`src/rtl/mc_control_if.sv`:
```
// Control/datapath bundle for the multicycle MIPS controller: instruction fields
// and ALU flags toward the controller, register enables and mux selects back.
interface mc_control_if;
    logic [5:0] opcode;
    logic [5:0] funct;
    logic       zero;
    logic       overflow;

    logic       pc_load;
    logic       ins_load;
    logic       mem_write;
    logic       reg_write;
    logic       regA_load;
    logic       regB_load;
    logic       aluout_load;
    logic       mdr_load;
    logic       mux_alusrcA;
    logic [1:0] mux_alusrcB;
    logic [1:0] mux_pcin;
    logic [1:0] mux_IorD;
    logic [1:0] mux_regdst;
    logic [2:0] mux_mem2reg;
    logic [1:0] adjsz_ctrl;
    logic [1:0] memow_ctrl;
    logic [2:0] alu_op;
    logic       exc;

    modport master (
        input  opcode, funct, zero, overflow,
        output pc_load, ins_load, mem_write, reg_write, regA_load, regB_load,
               aluout_load, mdr_load, mux_alusrcA, mux_alusrcB, mux_pcin,
               mux_IorD, mux_regdst, mux_mem2reg, adjsz_ctrl, memow_ctrl,
               alu_op, exc
    );

    modport slave (
        output opcode, funct, zero, overflow,
        input  pc_load, ins_load, mem_write, reg_write, regA_load, regB_load,
               aluout_load, mdr_load, mux_alusrcA, mux_alusrcB, mux_pcin,
               mux_IorD, mux_regdst, mux_mem2reg, adjsz_ctrl, memow_ctrl,
               alu_op, exc
    );
endinterface

```
`src/rtl/mc_control.sv`:
```
// Multicycle MIPS control FSM with configurable memory wait states.
// Optional overflow trap enabled by defining MC_CTRL_OVF_EXC_EN.
module mc_control #(
    parameter int MEM_WAIT = 1,
    parameter int LINK_REG = 31
) (
    input  logic          clk,
    input  logic          rst,
    mc_control_if.master  bus
);

    localparam logic [3:0] WAIT_INIT = 4'(MEM_WAIT);

    localparam logic [5:0] OP_RTYPE = 6'h00;
    localparam logic [5:0] OP_J     = 6'h02;
    localparam logic [5:0] OP_JAL   = 6'h03;
    localparam logic [5:0] OP_BEQ   = 6'h04;
    localparam logic [5:0] OP_BNE   = 6'h05;
    localparam logic [5:0] OP_ADDI  = 6'h08;
    localparam logic [5:0] OP_LUI   = 6'h0F;
    localparam logic [5:0] OP_LB    = 6'h20;
    localparam logic [5:0] OP_LH    = 6'h21;
    localparam logic [5:0] OP_LW    = 6'h23;
    localparam logic [5:0] OP_SB    = 6'h28;
    localparam logic [5:0] OP_SH    = 6'h29;
    localparam logic [5:0] OP_SW    = 6'h2B;

    if (MEM_WAIT < 0 || MEM_WAIT > 15) begin : g_bad_mem_wait
        $error("mc_control: MEM_WAIT must be 0..15");
    end
    if (LINK_REG < 0 || LINK_REG > 31) begin : g_bad_link_reg
        $error("mc_control: LINK_REG must be 0..31");
    end

    typedef enum logic [4:0] {
        S_IDLE,
        S_RESET_SP,
        S_FETCH,
        S_FETCH_IR,
        S_DECODE,
        S_EXEC_R,
        S_EXEC_I,
        S_WB_ALU,
        S_WB_LUI,
        S_MEM_ADDR,
        S_MEM_RD,
        S_MEM_LD,
        S_WB_MEM,
        S_MEM_WR,
        S_BRANCH,
        S_JAL_LINK,
        S_JUMP
`ifdef MC_CTRL_OVF_EXC_EN
        , S_EXC
`endif
    } state_t;

    state_t     state_q, state_d;
    logic [3:0] wcnt_q, wcnt_d;
    logic       ovf_trap;

    function automatic logic is_load(input logic [5:0] op);
        return (op == OP_LW) || (op == OP_LH) || (op == OP_LB);
    endfunction

    function automatic logic is_store(input logic [5:0] op);
        return (op == OP_SW) || (op == OP_SH) || (op == OP_SB);
    endfunction

    // {supported, alu_op} for an R-type funct field
    function automatic logic [3:0] r_alu_op(input logic [5:0] fn);
        case (fn)
            6'h20:   return 4'b1_001;
            6'h22:   return 4'b1_010;
            6'h24:   return 4'b1_011;
            6'h25:   return 4'b1_100;
            6'h2A:   return 4'b1_111;
            default: return 4'b0_000;
        endcase
    endfunction

    function automatic logic ovf_checked(input logic [5:0] op, input logic [5:0] fn);
        return (op == OP_ADDI) ||
               ((op == OP_RTYPE) && ((fn == 6'h20) || (fn == 6'h22)));
    endfunction

`ifdef MC_CTRL_OVF_EXC_EN
    assign ovf_trap = (state_q == S_WB_ALU) && bus.overflow &&
                      ovf_checked(bus.opcode, bus.funct);
`else
    assign ovf_trap = 1'b0;
`endif

    always_ff @(posedge clk) begin
        if (rst) begin
            state_q <= S_IDLE;
            wcnt_q  <= '0;
        end else begin
            state_q <= state_d;
            wcnt_q  <= wcnt_d;
        end
    end

    always_comb begin
        state_d = state_q;
        wcnt_d  = wcnt_q;
        case (state_q)
            S_IDLE:     state_d = S_RESET_SP;
            S_RESET_SP: state_d = S_FETCH;
            S_FETCH: begin
                if (wcnt_q == 4'd0) state_d = S_FETCH_IR;
                else                wcnt_d  = wcnt_q - 4'd1;
            end
            S_FETCH_IR: state_d = S_DECODE;
            S_DECODE: begin
                if (bus.opcode == OP_RTYPE)                               state_d = S_EXEC_R;
                else if (bus.opcode == OP_ADDI)                           state_d = S_EXEC_I;
                else if (bus.opcode == OP_LUI)                            state_d = S_WB_LUI;
                else if (is_load(bus.opcode) || is_store(bus.opcode))     state_d = S_MEM_ADDR;
                else if (bus.opcode == OP_BEQ || bus.opcode == OP_BNE)    state_d = S_BRANCH;
                else if (bus.opcode == OP_J)                              state_d = S_JUMP;
                else if (bus.opcode == OP_JAL)                            state_d = S_JAL_LINK;
                else                                                      state_d = S_FETCH;
            end
            S_EXEC_R:   state_d = r_alu_op(bus.funct)[3] ? S_WB_ALU : S_FETCH;
            S_EXEC_I:   state_d = S_WB_ALU;
`ifdef MC_CTRL_OVF_EXC_EN
            S_WB_ALU:   state_d = ovf_trap ? S_EXC : S_FETCH;
            S_EXC:      state_d = S_FETCH;
`else
            S_WB_ALU:   state_d = S_FETCH;
`endif
            S_WB_LUI:   state_d = S_FETCH;
            S_MEM_ADDR: state_d = is_load(bus.opcode) ? S_MEM_RD : S_MEM_WR;
            S_MEM_RD: begin
                if (wcnt_q == 4'd0) state_d = S_MEM_LD;
                else                wcnt_d  = wcnt_q - 4'd1;
            end
            S_MEM_LD:   state_d = S_WB_MEM;
            S_WB_MEM:   state_d = S_FETCH;
            S_MEM_WR: begin
                if (wcnt_q == 4'd0) state_d = S_FETCH;
                else                wcnt_d  = wcnt_q - 4'd1;
            end
            S_BRANCH:   state_d = S_FETCH;
            S_JAL_LINK: state_d = S_JUMP;
            S_JUMP:     state_d = S_FETCH;
            default:    state_d = S_IDLE;
        endcase
        // Wait states reload the counter on entry, so a wait state lasts MEM_WAIT+1 cycles
        if ((state_d != state_q) &&
            ((state_d == S_FETCH) || (state_d == S_MEM_RD) || (state_d == S_MEM_WR)))
            wcnt_d = WAIT_INIT;
    end

    always_comb begin
        bus.pc_load     = 1'b0;
        bus.ins_load    = 1'b0;
        bus.mem_write   = 1'b0;
        bus.reg_write   = 1'b0;
        bus.regA_load   = 1'b0;
        bus.regB_load   = 1'b0;
        bus.aluout_load = 1'b0;
        bus.mdr_load    = 1'b0;
        bus.mux_alusrcA = 1'b0;
        bus.mux_alusrcB = 2'd0;
        bus.mux_pcin    = 2'd0;
        bus.mux_IorD    = 2'd0;
        bus.mux_regdst  = 2'd0;
        bus.mux_mem2reg = 3'd0;
        bus.adjsz_ctrl  = 2'd0;
        bus.memow_ctrl  = 2'd0;
        bus.alu_op      = 3'd0;
        bus.exc         = 1'b0;
        case (state_q)
            S_RESET_SP: begin
                bus.reg_write   = 1'b1;
                bus.mux_regdst  = 2'd2;
                bus.mux_mem2reg = 3'd6;
            end
            S_FETCH_IR: begin
                bus.ins_load    = 1'b1;
                bus.pc_load     = 1'b1;
                bus.mux_alusrcB = 2'd1;
                bus.alu_op      = 3'd1;
            end
            S_DECODE: begin
                bus.regA_load   = 1'b1;
                bus.regB_load   = 1'b1;
                bus.aluout_load = 1'b1;
                bus.mux_alusrcB = 2'd3;
                bus.alu_op      = 3'd1;
            end
            S_EXEC_R: begin
                bus.mux_alusrcA = 1'b1;
                bus.aluout_load = 1'b1;
                bus.alu_op      = r_alu_op(bus.funct)[2:0];
            end
            S_EXEC_I: begin
                bus.mux_alusrcA = 1'b1;
                bus.mux_alusrcB = 2'd2;
                bus.aluout_load = 1'b1;
                bus.alu_op      = 3'd1;
            end
            S_WB_ALU: begin
                bus.reg_write   = !ovf_trap;
                bus.mux_mem2reg = 3'd1;
                bus.mux_regdst  = (bus.opcode == OP_RTYPE) ? 2'd1 : 2'd0;
            end
            S_WB_LUI: begin
                bus.reg_write   = 1'b1;
                bus.mux_mem2reg = 3'd2;
            end
            S_MEM_ADDR: begin
                bus.mux_alusrcA = 1'b1;
                bus.mux_alusrcB = 2'd2;
                bus.alu_op      = 3'd1;
                bus.aluout_load = 1'b1;
            end
            S_MEM_RD:   bus.mux_IorD = 2'd1;
            S_MEM_LD: begin
                bus.mux_IorD = 2'd1;
                bus.mdr_load = 1'b1;
            end
            S_WB_MEM: begin
                bus.reg_write  = 1'b1;
                bus.adjsz_ctrl = (bus.opcode == OP_LB) ? 2'd1 :
                                 (bus.opcode == OP_LH) ? 2'd2 : 2'd0;
            end
            S_MEM_WR: begin
                bus.mux_IorD   = 2'd1;
                bus.mem_write  = 1'b1;
                bus.memow_ctrl = (bus.opcode == OP_SB) ? 2'd1 :
                                 (bus.opcode == OP_SH) ? 2'd2 : 2'd0;
            end
            S_BRANCH: begin
                bus.mux_alusrcA = 1'b1;
                bus.alu_op      = 3'd2;
                bus.mux_pcin    = 2'd1;
                bus.pc_load     = (bus.opcode == OP_BEQ) ? bus.zero : !bus.zero;
            end
            S_JAL_LINK: begin
                bus.reg_write   = 1'b1;
                bus.mux_regdst  = 2'd3;
                bus.mux_mem2reg = 3'd3;
            end
            S_JUMP: begin
                bus.mux_pcin = 2'd2;
                bus.pc_load  = 1'b1;
            end
`ifdef MC_CTRL_OVF_EXC_EN
            S_EXC: begin
                bus.mux_pcin = 2'd3;
                bus.pc_load  = 1'b1;
                bus.exc      = 1'b1;
            end
`endif
            default: ;
        endcase
    end

endmodule

```
`src/flat_wrapper.sv`:
```
// flat-port wrapper written by rule: the top's interface ports become plain ports
module mc_control_flat 
#(
    parameter int MEM_WAIT = 1,
    parameter int LINK_REG = 31
)
  (clk, rst, bus_opcode, bus_funct, bus_zero, bus_overflow, bus_pc_load, bus_ins_load, bus_mem_write, bus_reg_write, bus_regA_load, bus_regB_load, bus_aluout_load, bus_mdr_load, bus_mux_alusrcA, bus_mux_alusrcB, bus_mux_pcin, bus_mux_IorD, bus_mux_regdst, bus_mux_mem2reg, bus_adjsz_ctrl, bus_memow_ctrl, bus_alu_op, bus_exc);
  mc_control_if bus_i ();
  input  logic clk;
  input  logic rst;
  input wire logic [$bits(bus_i.opcode)-1:0] bus_opcode;
  input wire logic [$bits(bus_i.funct)-1:0] bus_funct;
  input wire logic [$bits(bus_i.zero)-1:0] bus_zero;
  input wire logic [$bits(bus_i.overflow)-1:0] bus_overflow;
  output wire logic [$bits(bus_i.pc_load)-1:0] bus_pc_load;
  output wire logic [$bits(bus_i.ins_load)-1:0] bus_ins_load;
  output wire logic [$bits(bus_i.mem_write)-1:0] bus_mem_write;
  output wire logic [$bits(bus_i.reg_write)-1:0] bus_reg_write;
  output wire logic [$bits(bus_i.regA_load)-1:0] bus_regA_load;
  output wire logic [$bits(bus_i.regB_load)-1:0] bus_regB_load;
  output wire logic [$bits(bus_i.aluout_load)-1:0] bus_aluout_load;
  output wire logic [$bits(bus_i.mdr_load)-1:0] bus_mdr_load;
  output wire logic [$bits(bus_i.mux_alusrcA)-1:0] bus_mux_alusrcA;
  output wire logic [$bits(bus_i.mux_alusrcB)-1:0] bus_mux_alusrcB;
  output wire logic [$bits(bus_i.mux_pcin)-1:0] bus_mux_pcin;
  output wire logic [$bits(bus_i.mux_IorD)-1:0] bus_mux_IorD;
  output wire logic [$bits(bus_i.mux_regdst)-1:0] bus_mux_regdst;
  output wire logic [$bits(bus_i.mux_mem2reg)-1:0] bus_mux_mem2reg;
  output wire logic [$bits(bus_i.adjsz_ctrl)-1:0] bus_adjsz_ctrl;
  output wire logic [$bits(bus_i.memow_ctrl)-1:0] bus_memow_ctrl;
  output wire logic [$bits(bus_i.alu_op)-1:0] bus_alu_op;
  output wire logic [$bits(bus_i.exc)-1:0] bus_exc;
  assign bus_i.opcode = bus_opcode;
  assign bus_i.funct = bus_funct;
  assign bus_i.zero = bus_zero;
  assign bus_i.overflow = bus_overflow;
  assign bus_pc_load = bus_i.pc_load;
  assign bus_ins_load = bus_i.ins_load;
  assign bus_mem_write = bus_i.mem_write;
  assign bus_reg_write = bus_i.reg_write;
  assign bus_regA_load = bus_i.regA_load;
  assign bus_regB_load = bus_i.regB_load;
  assign bus_aluout_load = bus_i.aluout_load;
  assign bus_mdr_load = bus_i.mdr_load;
  assign bus_mux_alusrcA = bus_i.mux_alusrcA;
  assign bus_mux_alusrcB = bus_i.mux_alusrcB;
  assign bus_mux_pcin = bus_i.mux_pcin;
  assign bus_mux_IorD = bus_i.mux_IorD;
  assign bus_mux_regdst = bus_i.mux_regdst;
  assign bus_mux_mem2reg = bus_i.mux_mem2reg;
  assign bus_adjsz_ctrl = bus_i.adjsz_ctrl;
  assign bus_memow_ctrl = bus_i.memow_ctrl;
  assign bus_alu_op = bus_i.alu_op;
  assign bus_exc = bus_i.exc;
  mc_control #(.MEM_WAIT(MEM_WAIT), .LINK_REG(LINK_REG)) u_core (.clk(clk), .rst(rst), .bus(bus_i));
endmodule
```
`config.mk`:
```
export PLATFORM = sky130hd
export DESIGN_NAME = mc_control_flat
export DESIGN_NICKNAME = d
export VERILOG_FILES = /design/src/rtl/mc_control_if.sv /design/src/rtl/mc_control.sv /design/src/flat_wrapper.sv
export SDC_FILE = /design/constraint.sdc
export NUM_CORES = 1
export LEC_CHECK = 0
export ABC_AREA = 1
export BUFFER_PORTS_ARGS = -buffer_cell sky130_fd_sc_hd__buf_4
export CAP_MARGIN = 40
export CORE_MARGIN = 1
export CORE_UTILIZATION = 43
export DETAILED_ROUTE_END_ITERATION = 8
export GPL_ROUTABILITY_DRIVEN = 0
export GPL_TIMING_DRIVEN = 1
export PLACE_DENSITY = 0.76
export SLEW_MARGIN = 10
export SYNTH_ARGS = -nofsm -noshare
export SYNTH_HDL_FRONTEND = slang
export SYNTH_SLANG_ARGS = --single-unit
```
`constraint.sdc`:
```
create_clock -name clk -period 1.6 [get_ports clk]
set_input_delay 0.32 -clock clk [delete_from_list [all_inputs] [get_ports clk]]
set_output_delay 0.32 -clock clk [all_outputs]
set_load 0.02 [all_outputs]
```
==> results of run 1 <==
-- through the flow --
stage	setup WS (ns)	instance area, um^2
CTS	-0.202	2060
detailed placement	-0.135	1780
global placement	-0.0861	1780
floorplan	-0.00324	1100
-- timing repair --
action                     4_1_cts
pin swaps                       22
setup endpoints to repair       31
buffers inserted                13
hold buffers                     0
resized for setup               64
-- cell families after synthesis --
family                   count (synthesis)  synth area share (%)
XOR/XNOR                                 2                  1.62
flip-flops                               9                  16.6
AND/OR/NAND/NOR                        129                  54.7
buffers and inverters                   46                  17.0
other                                    1                 0.346
adder cells (fa/ha/maj)                  1                  1.16
AO/OA/AOI/OAI                           16                  8.56
==> results.yml, run 1 <==
synth:
  synth_cell_type_count: 26
  top_post_synthesis_cells_by_area: "sky130_fd_sc_hd__dfxtp_1, sky130_fd_sc_hd__nand2_1, sky130_fd_sc_hd__inv_1, sky130_fd_sc_hd__nor2_1, sky130_fd_sc_hd__nand3_1"
  synth-seq-area-share_pct: 16.6
  synth_top_area_share_pct: 16.6
  prevailing_post_synth_register_cell: "sky130_fd_sc_hd__dfxtp_1"
  synthesis.instances: 204
  synth.ff_latch_count: 9
  synth_area_leader_cell: "sky130_fd_sc_hd__dfxtp_1"
  synthTopCellsByCount: "sky130_fd_sc_hd__nand2_1, sky130_fd_sc_hd__inv_1, sky130_fd_sc_hd__nor2_1"
  synth.avg_cell_area_um2: 5.31
  postSynth.asyncResetShare_pct: 0
  synth.yosys.warnings: 0
  synth_enable_flop_cells: 0
  synth_most_common_cell: "sky130_fd_sc_hd__nand2_1"
  syn-cell-area_um2: 1080
global_routing:
  grt_start_max_net_pins: 8
placed_design:
  placedCellCount: 316
  post-dp-hpwl_um: 2820
  numPortBuffers: 40
sta:
  grt-worst-endpoint: "bus_alu_op[0]"
  worst_path_end_type: "output port"
floorplan:
  die_height_um: 52.2
  die_width_um: 52.2
  initial_core_util_pct: 47.1
  io-pin-count: 44
  row_count: 17
status:
  stop_error: "[ERROR DPL-0038] Utilization greater than 100%, impossible to legalize"
  lastStage: "global routing (5_1_grt)"
  run_status: "did not finish"
clocking:
  cts-htree-levels: 1
  cts.root.buffer_cell: "sky130_fd_sc_hd__clkbuf_4"
  clock_tree.buffer_depth: 2
  cts_inserted_buffers: 3
  cts_num_sinks: 9
==> run 2, diff against run 1 <==
--- a/config.mk
+++ b/config.mk
@@ -8,12 +8,12 @@
 export ABC_AREA = 1
 export BUFFER_PORTS_ARGS = -buffer_cell sky130_fd_sc_hd__buf_4
 export CAP_MARGIN = 40
-export CORE_MARGIN = 1
-export CORE_UTILIZATION = 43
+export CORE_AREA = 2 2 63 65
 export DETAILED_ROUTE_END_ITERATION = 8
+export DIE_AREA = 0 0 65 67
 export GPL_ROUTABILITY_DRIVEN = 0
 export GPL_TIMING_DRIVEN = 1
-export PLACE_DENSITY = 0.76
+export PLACE_DENSITY_LB_ADDON = 0.15
 export SLEW_MARGIN = 10
 export SYNTH_ARGS = -nofsm -noshare
 export SYNTH_HDL_FRONTEND = slang
==> constraint.sdc (replaced) <==
create_clock -name clk -period 2.08 [get_ports clk]
set_input_delay 0.416 -clock clk [delete_from_list [all_inputs] [get_ports clk]]
set_output_delay 0.416 -clock clk [all_outputs]
set_load 0.02 [all_outputs]
==> run 2 against run 1 <==
Net effect: the flow now finishes without violations; synthesized area is the same; synthesized cell count did not move.
==> results.yml, run 2 <==
status:
  run_status: "finished clean"
placed_design:
  numPortBuffers: 40
  post-dp-hpwl_um: 2630
  placedCellCount: 293
power_and_ir_drop:
  leakage_uw: 0.000936
  p_per_area_nw_per_um2: 488
  vdd.ir_drop.worst_v: 0.000220
drt:
  drc_violations_left: 0
  count_of_routing_violations_after_the_opening_detailed_route_iteration: 42
  via_per_inst: 4.40
  avg_wl_per_cell_um: 10.1
  route.vias.total: 1310
  firstDrtPassIters: 4
  finalWirelength_um: 3000
  final_antenna_net_count: 0
hold_path:
  worstHoldPathType: "in2reg"
finish:
  largest_register: "u_core.state_q"
  fillers: 427
  area_growth_syn_to_layout_pct: 41.8
  layoutNonFillerInstCount: 298
  utilization_pct: 42.6
  design.final.nets: 268
  layout-drive-gt1-share_pct: 29.6
  largest_register_ff_count: 5
  reg.largest.list: "u_core.state_q x5, u_core.wcnt_q x4"
  antennaDiodeCount: 0
  layout.cells.most_common_list: "sky130_fd_sc_hd__nand2_1, sky130_fd_sc_hd__buf_4, sky130_fd_sc_hd__inv_1"
critical_path:
  timing.critical_path.required_ns: 1.66
  r2r_cells: 13
  crit_path_start_kind: "flop"
  critical_path_peak_fanout: 4
  arrival_ns: 1.58
  worst_r2r_endpoint: "u_core.wcnt_q[3]"
  timing.reg2reg.setup_slack_ns: 0.26
  setup.worst_path.end: "bus_alu_op[0]"
  type_of_destination_of_the_critical_path: "output port"
  startpoint_of_the_lowest_slack_register_to_register_path: "u_core.wcnt_q[0]"
  crit_type: "reg2out"
  crit_start: "u_core.state_q[0]"
synth:
  postSynth.asyncResetShare_pct: 0
  syn-cell-area_um2: 1080
  synth_most_common_cell: "sky130_fd_sc_hd__nand2_1"
  synthTopCellsByCount: "sky130_fd_sc_hd__nand2_1, sky130_fd_sc_hd__inv_1, sky130_fd_sc_hd__nor2_1"
  synth.ff_latch_count: 9
  synth_cell_type_count: 26
  synth-seq-area-share_pct: 16.6
  synth_top_area_share_pct: 16.6
  top_post_synthesis_cells_by_area: "sky130_fd_sc_hd__dfxtp_1, sky130_fd_sc_hd__nand2_1, sky130_fd_sc_hd__inv_1, sky130_fd_sc_hd__nor2_1, sky130_fd_sc_hd__nand3_1"
  prevailing_post_synth_register_cell: "sky130_fd_sc_hd__dfxtp_1"
  synth.avg_cell_area_um2: 5.31
  synthesis.instances: 204
  synth_area_leader_cell: "sky130_fd_sc_hd__dfxtp_1"
  synth.yosys.warnings: 0
  synth_enable_flop_cells: 0
run:
  maxcap_viol_count: 0
global_routing:
  antenna_found_initial: 0
  track_usage_pct: 14.5
  grt_pass1_vias: 1182
  gr-total-overflow: 0
  global_route_wire_length_before_repair_um: 5000
  grt_start_max_net_pins: 8
clocking:
  cts_tree: "yes"
  cts.root.buffer_cell: "sky130_fd_sc_hd__clkbuf_8"
  clock_latency_ns: 0.23
  worst_setup_hold_path_clk_slew_ns: 0.04
  cts_inserted_buffers: 3
  cts_num_sinks: 9
  cts-htree-levels: 1
  clock_tree.buffer_depth: 2
floorplan:
  row_count: 22
  placeableCoreArea_um2: 3610
  die_area_um2: 4360
  die_height_um: 67
  io-pin-count: 44
  initial_core_util_pct: 30.0
  die_width_um: 65
sta:
  max_freq_mhz: 501
  fin_tns_setup_ns: 0
  maxSlewViolCount: 0
  setup_violations: 0
  layout_min_cycle_time_ns: 2.00
  relSlewSlack_pct: 65.4
  hold_violations: 0
  final_skew_ns: 0.00455
  rsz0062_at_grt: "false"
  worst_slew_pin_slew_ns: 0.515
  crit_share_post_route_pct: 96.0
[run 2: cell counts after synthesis]
No cell type changed its count.
[run 2: cells by family (layout without fill, tap and decap cells)]
logic type	Yosys count	in the layout	synth area share, %
xor gates and xnor gates	2	2	1.62
adders and majority gates	1	1	1.16
other	1	2	0.346
AOI/OAI and AO/OA	16	16	8.56
DFF	9	9	16.6
and+or+nand+nor	129	129	54.7
buffers and inverters	46	91	17.0
[run 2: worst min-delay path by stage]
stage | start | endpoint | slack (ns) | cells after the start
2_1_floorplan | rst | u_core.state_q[1] | 0.49 | 1
3_3_place_gp | u_core.wcnt_q[3] | u_core.wcnt_q[3] | 0.53 | 3
3_5_place_dp | u_core.wcnt_q[3] | u_core.wcnt_q[3] | 0.52 | 3
4_1_cts | rst | u_core.state_q[0] | 0.40 | 2
5_1_grt | rst | u_core.state_q[0] | 0.40 | 2
6_report | rst | u_core.state_q[0] | 0.40 | 2
[run 2: metal layers]
| layer | up-vias | track usage [%] | share of wire [%] |
|---|---|---|---|
| met4 | 0 | 2.39 | 0 |
| met3 | 0 | 2.36 | 3.8 |
| li1 | 723 | - | - |
| met1 | 558 | 19.5 | 50 |
| met2 | 29 | 24.7 | 46 |
| met5 | - | 0 | 0 |
[run 2: per-stage QoR]
stage	area, um^2	setup WS [ns]	total power (uW)	hold WS (ns)
2_1_floorplan	1090	0.254	427	0.485
3_3_place_gp	1450	0.170	546	0.525
3_5_place_dp	1450	0.131	547	0.524
4_1_cts	1500	0.0243	747	0.396
5_1_grt	1540	0.00397	810	0.403
6_report	1540	0.0834	748	0.397
[run 2: area by class of cell]
class / count / area (um^2) / area share, %
clock buffers: 4 / 45.0 / 2.93
inverters: 43 / 161 / 10.5
multi-input cells: 150 / 749 / 48.8
flip-flops and latches: 9 / 189 / 12.3
well taps: 48 / 60.1 / 3.91
repair buffers: 44 / 330 / 21.5
[run 2: repair_timing]
action	in CTS	in global routing
setup endpoints to repair	1	5
pin swaps	0	2
setup buffers	0	1
resized for setup	5	9
hold buffers	0	0
[run 2: critical path, cell delays in order (launching register included)]
cell and delay (ns):
sky130_fd_sc_hd__dfxtp_2 0.35, sky130_fd_sc_hd__inv_1 0.08, sky130_fd_sc_hd__nand2_2 0.09, sky130_fd_sc_hd__nor2_1 0.08, sky130_fd_sc_hd__nor2_2 0.16, sky130_fd_sc_hd__nand2_1 0.08
sky130_fd_sc_hd__or3_1 0.35, sky130_fd_sc_hd__buf_4 0.17
[run 2: power breakdown]
group	leakage, uW	switching (uW)	total, uW	internal (uW)
Sequential	0.0000756	16.6	209	192
Combinational	0.000838	214	345	131
Clock	0.0000228	62.1	195	133
Total	0.000936	293	748	456
Note: power is estimated with default switching activity, not from simulation.
==> run 3, diff against run 2 <==
--- a/config.mk
+++ b/config.mk
@@ -5,12 +5,11 @@
 export SDC_FILE = /design/constraint.sdc
 export NUM_CORES = 1
 export LEC_CHECK = 0
-export ABC_AREA = 1
 export BUFFER_PORTS_ARGS = -buffer_cell sky130_fd_sc_hd__buf_4
 export CAP_MARGIN = 40
-export CORE_AREA = 2 2 63 65
+export CORE_MARGIN = 1
+export CORE_UTILIZATION = 32
 export DETAILED_ROUTE_END_ITERATION = 8
-export DIE_AREA = 0 0 65 67
 export GPL_ROUTABILITY_DRIVEN = 0
 export GPL_TIMING_DRIVEN = 1
 export PLACE_DENSITY_LB_ADDON = 0.15
==> run 3 against run 2 <==
Net effect: the run now ends with negative setup slack left; core utilization increased by 19 points; largest power group unchanged; final area up 61%; sequential power rose by 35%; global-route usage grew 6.5 points; highest routed layer is now met4; critical path depth did not move; sequential share of layout area fell by 4.6 points; synthesized cell count decreased by 2.9%; clock power rose by 2%; wire length increased by 58%; setup slack got worse by 0.30 ns; sequential cell count unchanged; combinational power rose to 4.7 times the previous value; critical path type is now reg2reg.
==> results.yml, run 3 <==
sta:
  final.hold.worst_slack_ns: 0.409
  maxSlewViolCount: 0
  crit_share_post_route_pct: 111
  layout_min_cycle_time_ns: 2.30
  fin_ws_ns: -0.221
  setup_violations: 4
  rsz0062_at_grt: "true"
  max_freq_mhz: 435
  worst_slew_pin_slew_ns: 0.505
  relSlewSlack_pct: 66.2
  final_skew_ns: 0.000385
  hold_violations: 0
clocking:
  cts-htree-levels: 1
  worst_setup_hold_path_clk_slew_ns: 0.04
  clock_tree.buffer_depth: 2
  cts.root.buffer_cell: "sky130_fd_sc_hd__clkbuf_8"
  clock_latency_ns: 0.23
  cts-hold-fix-buffers: 0
  cts_inserted_buffers: 3
  cts_num_sinks: 9
  cts_tree: "yes"
critical_path:
  crit_path_start_kind: "flop"
  critical_path_peak_fanout: 3
  crit_type: "reg2reg"
  arrival_ns: 2.46
  timing.critical_path.required_ns: 2.24
  type_of_destination_of_the_critical_path: "flop"
global_routing:
  gr-total-overflow: 0
  grt_pass1_vias: 1592
  global_route_wire_length_before_repair_um: 7310
  track_usage_pct: 21.0
  antenna_found_initial: 0
  grt_start_max_net_pins: 14
power_and_ir_drop:
  report.power.total_uw: 2100
  leakage_uw: 0.00104
  power.switching_fraction_pct: 42.1
  clk_network_pwr_share_pct: 9.5
  vdd.ir_drop.worst_v: 0.000603
  power.internal_uw: 1220
  switchingPower_uw: 884
  p_per_area_nw_per_um2: 850
  pwr-share-seq_pct: 13.4
  combinationalPowerShare_pct: 77.1
synth:
  compound_cell_area_share_of_the_yosys_netlist_pct: 25.5
  synth_enable_flop_cells: 0
  largest_family_of_logic_cells_by_synthesized_area: "simple AND/OR/NAND/NOR gates"
  syn-cell-area_um2: 1360
  prevailing_post_synth_register_cell: "sky130_fd_sc_hd__dfxtp_1"
  synth-adder-area-share_pct: 0.920
  synthesis.instances: 198
  synth.yosys.warnings: 0
  synth_most_common_cell: "sky130_fd_sc_hd__nor2_1"
  synth-seq-area-share_pct: 13.2
  post_synth_and_or_nand_nor_area_fraction_pct: 48.5
  synth-xor-area-share_pct: 1.29
  synth_area_leader_cell: "sky130_fd_sc_hd__dfxtp_1"
  synth.avg_cell_area_um2: 6.87
  yosys-mux-area-fraction_pct: 1.56
  synth_top_area_share_pct: 13.2
  synth.ff_latch_count: 9
  top_post_synthesis_cells_by_area: "sky130_fd_sc_hd__dfxtp_1, sky130_fd_sc_hd__nor2_1, sky130_fd_sc_hd__a21oi_1, sky130_fd_sc_hd__nand2b_1, sky130_fd_sc_hd__nor2b_1"
  synthTopCellsByCount: "sky130_fd_sc_hd__nor2_1, sky130_fd_sc_hd__nand2_1, sky130_fd_sc_hd__a21oi_1"
  postSynth.asyncResetShare_pct: 0
  synth_cell_type_count: 63
finish:
  layout-drive-gt1-share_pct: 55.4
  final_common_cell: "sky130_fd_sc_hd__buf_4"
  layout.cells.most_common_list: "sky130_fd_sc_hd__buf_4, sky130_fd_sc_hd__nor2_1, sky130_fd_sc_hd__nand2_1"
  area_growth_syn_to_layout_pct: 81.6
  design.final.nets: 307
  largest_register: "u_core.state_q"
  largest_register_ff_count: 5
  antennaDiodeCount: 0
  reg.largest.list: "u_core.state_q x5, u_core.wcnt_q x4"
status:
  violated_checks: "negative setup slack"
  run_status: "finished with violations"
drt:
  drc_violations_left: 0
  avg_wl_per_cell_um: 14.0
  via_per_inst: 5.38
  final_antenna_net_count: 0
  count_of_routing_violations_after_the_opening_detailed_route_iteration: 65
  firstDrtPassIters: 4
  finalWirelength_um: 4740
  route.vias.total: 1823
floorplan:
  die_width_um: 67.2
  io-pin-count: 44
  row_count: 23
  die_height_um: 67.2
  placeableCoreArea_um2: 4030
  initial_core_util_pct: 33.8
  die_area_um2: 4520
run:
  maxcap_viol_count: 0
hold_path:
  worstHoldPathType: "in2reg"
placed_design:
  numPortBuffers: 40
  post-dp-hpwl_um: 3590
==> run 3: cell count changes in the layout (fill, tap and decap cells not counted), moves of 5 or more <==
cell	previous run	this run
sky130_fd_sc_hd__nand2b_1	0	5
sky130_fd_sc_hd__buf_4	44	94
sky130_fd_sc_hd__o21ai_1	0	5
sky130_fd_sc_hd__inv_1	39	3
sky130_fd_sc_hd__nor2b_1	0	6
sky130_fd_sc_hd__nand3_1	16	5
sky130_fd_sc_hd__nand2_2	5	0
sky130_fd_sc_hd__a21oi_1	4	9
sky130_fd_sc_hd__nand4_1	7	2
sky130_fd_sc_hd__nor2_1	38	18
sky130_fd_sc_hd__nand2_1	44	13
sky130_fd_sc_hd__buf_6	0	11
==> run 3: repair_timing <==
action,in CTS,in global routing
endpoints found under the setup margin,13,14
pin swaps,6,10
endpoints found under the hold margin,0,0
setup buffers,10,2
resized for setup,33,29
==> run 3: cell type report <==
cell class	count	area (um^2)
multi-input combinational	166	1320
tap	50	62.6
inverter	5	18.8
fill	355	1560
clock buffer	4	45.0
timing repair buffer	105	830
sequential	9	190
==> run 3: kinds of logic (layout without fill, tap and decap cells) <==
family / count (synthesis) / in the layout
buffers and inverters: 24 / 114
multiplexers: 2 / 2
AND/OR/NAND/NOR: 109 / 109
XOR/XNOR: 2 / 2
AO/OA/AOI/OAI: 50 / 50
flip-flops: 9 / 9
adder cells (fa/ha/maj): 1 / 1
other: 1 / 2
==> run 3: per-layer routing <==
metal | wire length (um) | vias up | part of all wire, % | global-route usage (%)
met5 | 0 | - | 0 | 0
li1 | - | 914 | - | -
met2 | 2330 | 50 | 49 | 37.1
met1 | 2140 | 853 | 45 | 26.4
met3 | 220 | 6 | 4.6 | 3.89
met4 | 54 | 0 | 1.1 | 4.26
==> run 3: power groups by stage <==
stage          Clock, uW  Sequential, uW  Combinational, uW
2_1_floorplan          0             251                737
3_3_place_gp           0             261               1240
3_5_place_dp           0             262               1250
4_1_cts              209             271               1490
5_1_grt              219             287               1740
6_report             199             282               1620
==> run 3: final timing paths <==
kind,from,endpoint,slack [ns],cells past startpoint
setup / recovery,u_core.state_q[2],u_core.wcnt_q[1],-0.22,7
hold / removal,rst,u_core.wcnt_q[1],0.41,2
setup reg to reg,u_core.state_q[2],u_core.wcnt_q[1],-0.22,7
hold reg to reg,u_core.wcnt_q[0],u_core.wcnt_q[0],0.62,2
==> run 3: through the flow <==
| step | instance area [um^2] | instances | utilization (%) | setup TNS [ns] | setup WS [ns] |
|---|---|---|---|---|---|
| 6_report | 2470 | 339 | 61.3 | -0.571 | -0.221 |
| 5_1_grt | 2470 | 339 | 61.3 | -1.15 | -0.287 |
| 4_1_cts | 2330 | 337 | 57.8 | -0.499 | -0.168 |
| 3_5_place_dp | 2080 | 325 | 51.7 | -1.34 | -0.313 |
| 3_3_place_gp | 2080 | 325 | 51.7 | -1.28 | -0.295 |
| 2_1_floorplan | 1410 | 199 | - | -0.351 | -0.139 |
==> run 3: worst max-delay path, stage by stage, from the launching register on <==
cell,delay [ns]
sky130_fd_sc_hd__dfxtp_2,0.32
sky130_fd_sc_hd__or3b_4,0.40
sky130_fd_sc_hd__or4_4,0.43
sky130_fd_sc_hd__o211ai_2,0.16
sky130_fd_sc_hd__o211ai_1,0.24
sky130_fd_sc_hd__a21oi_4,0.18
sky130_fd_sc_hd__or3b_4,0.39
sky130_fd_sc_hd__a21oi_2,0.11
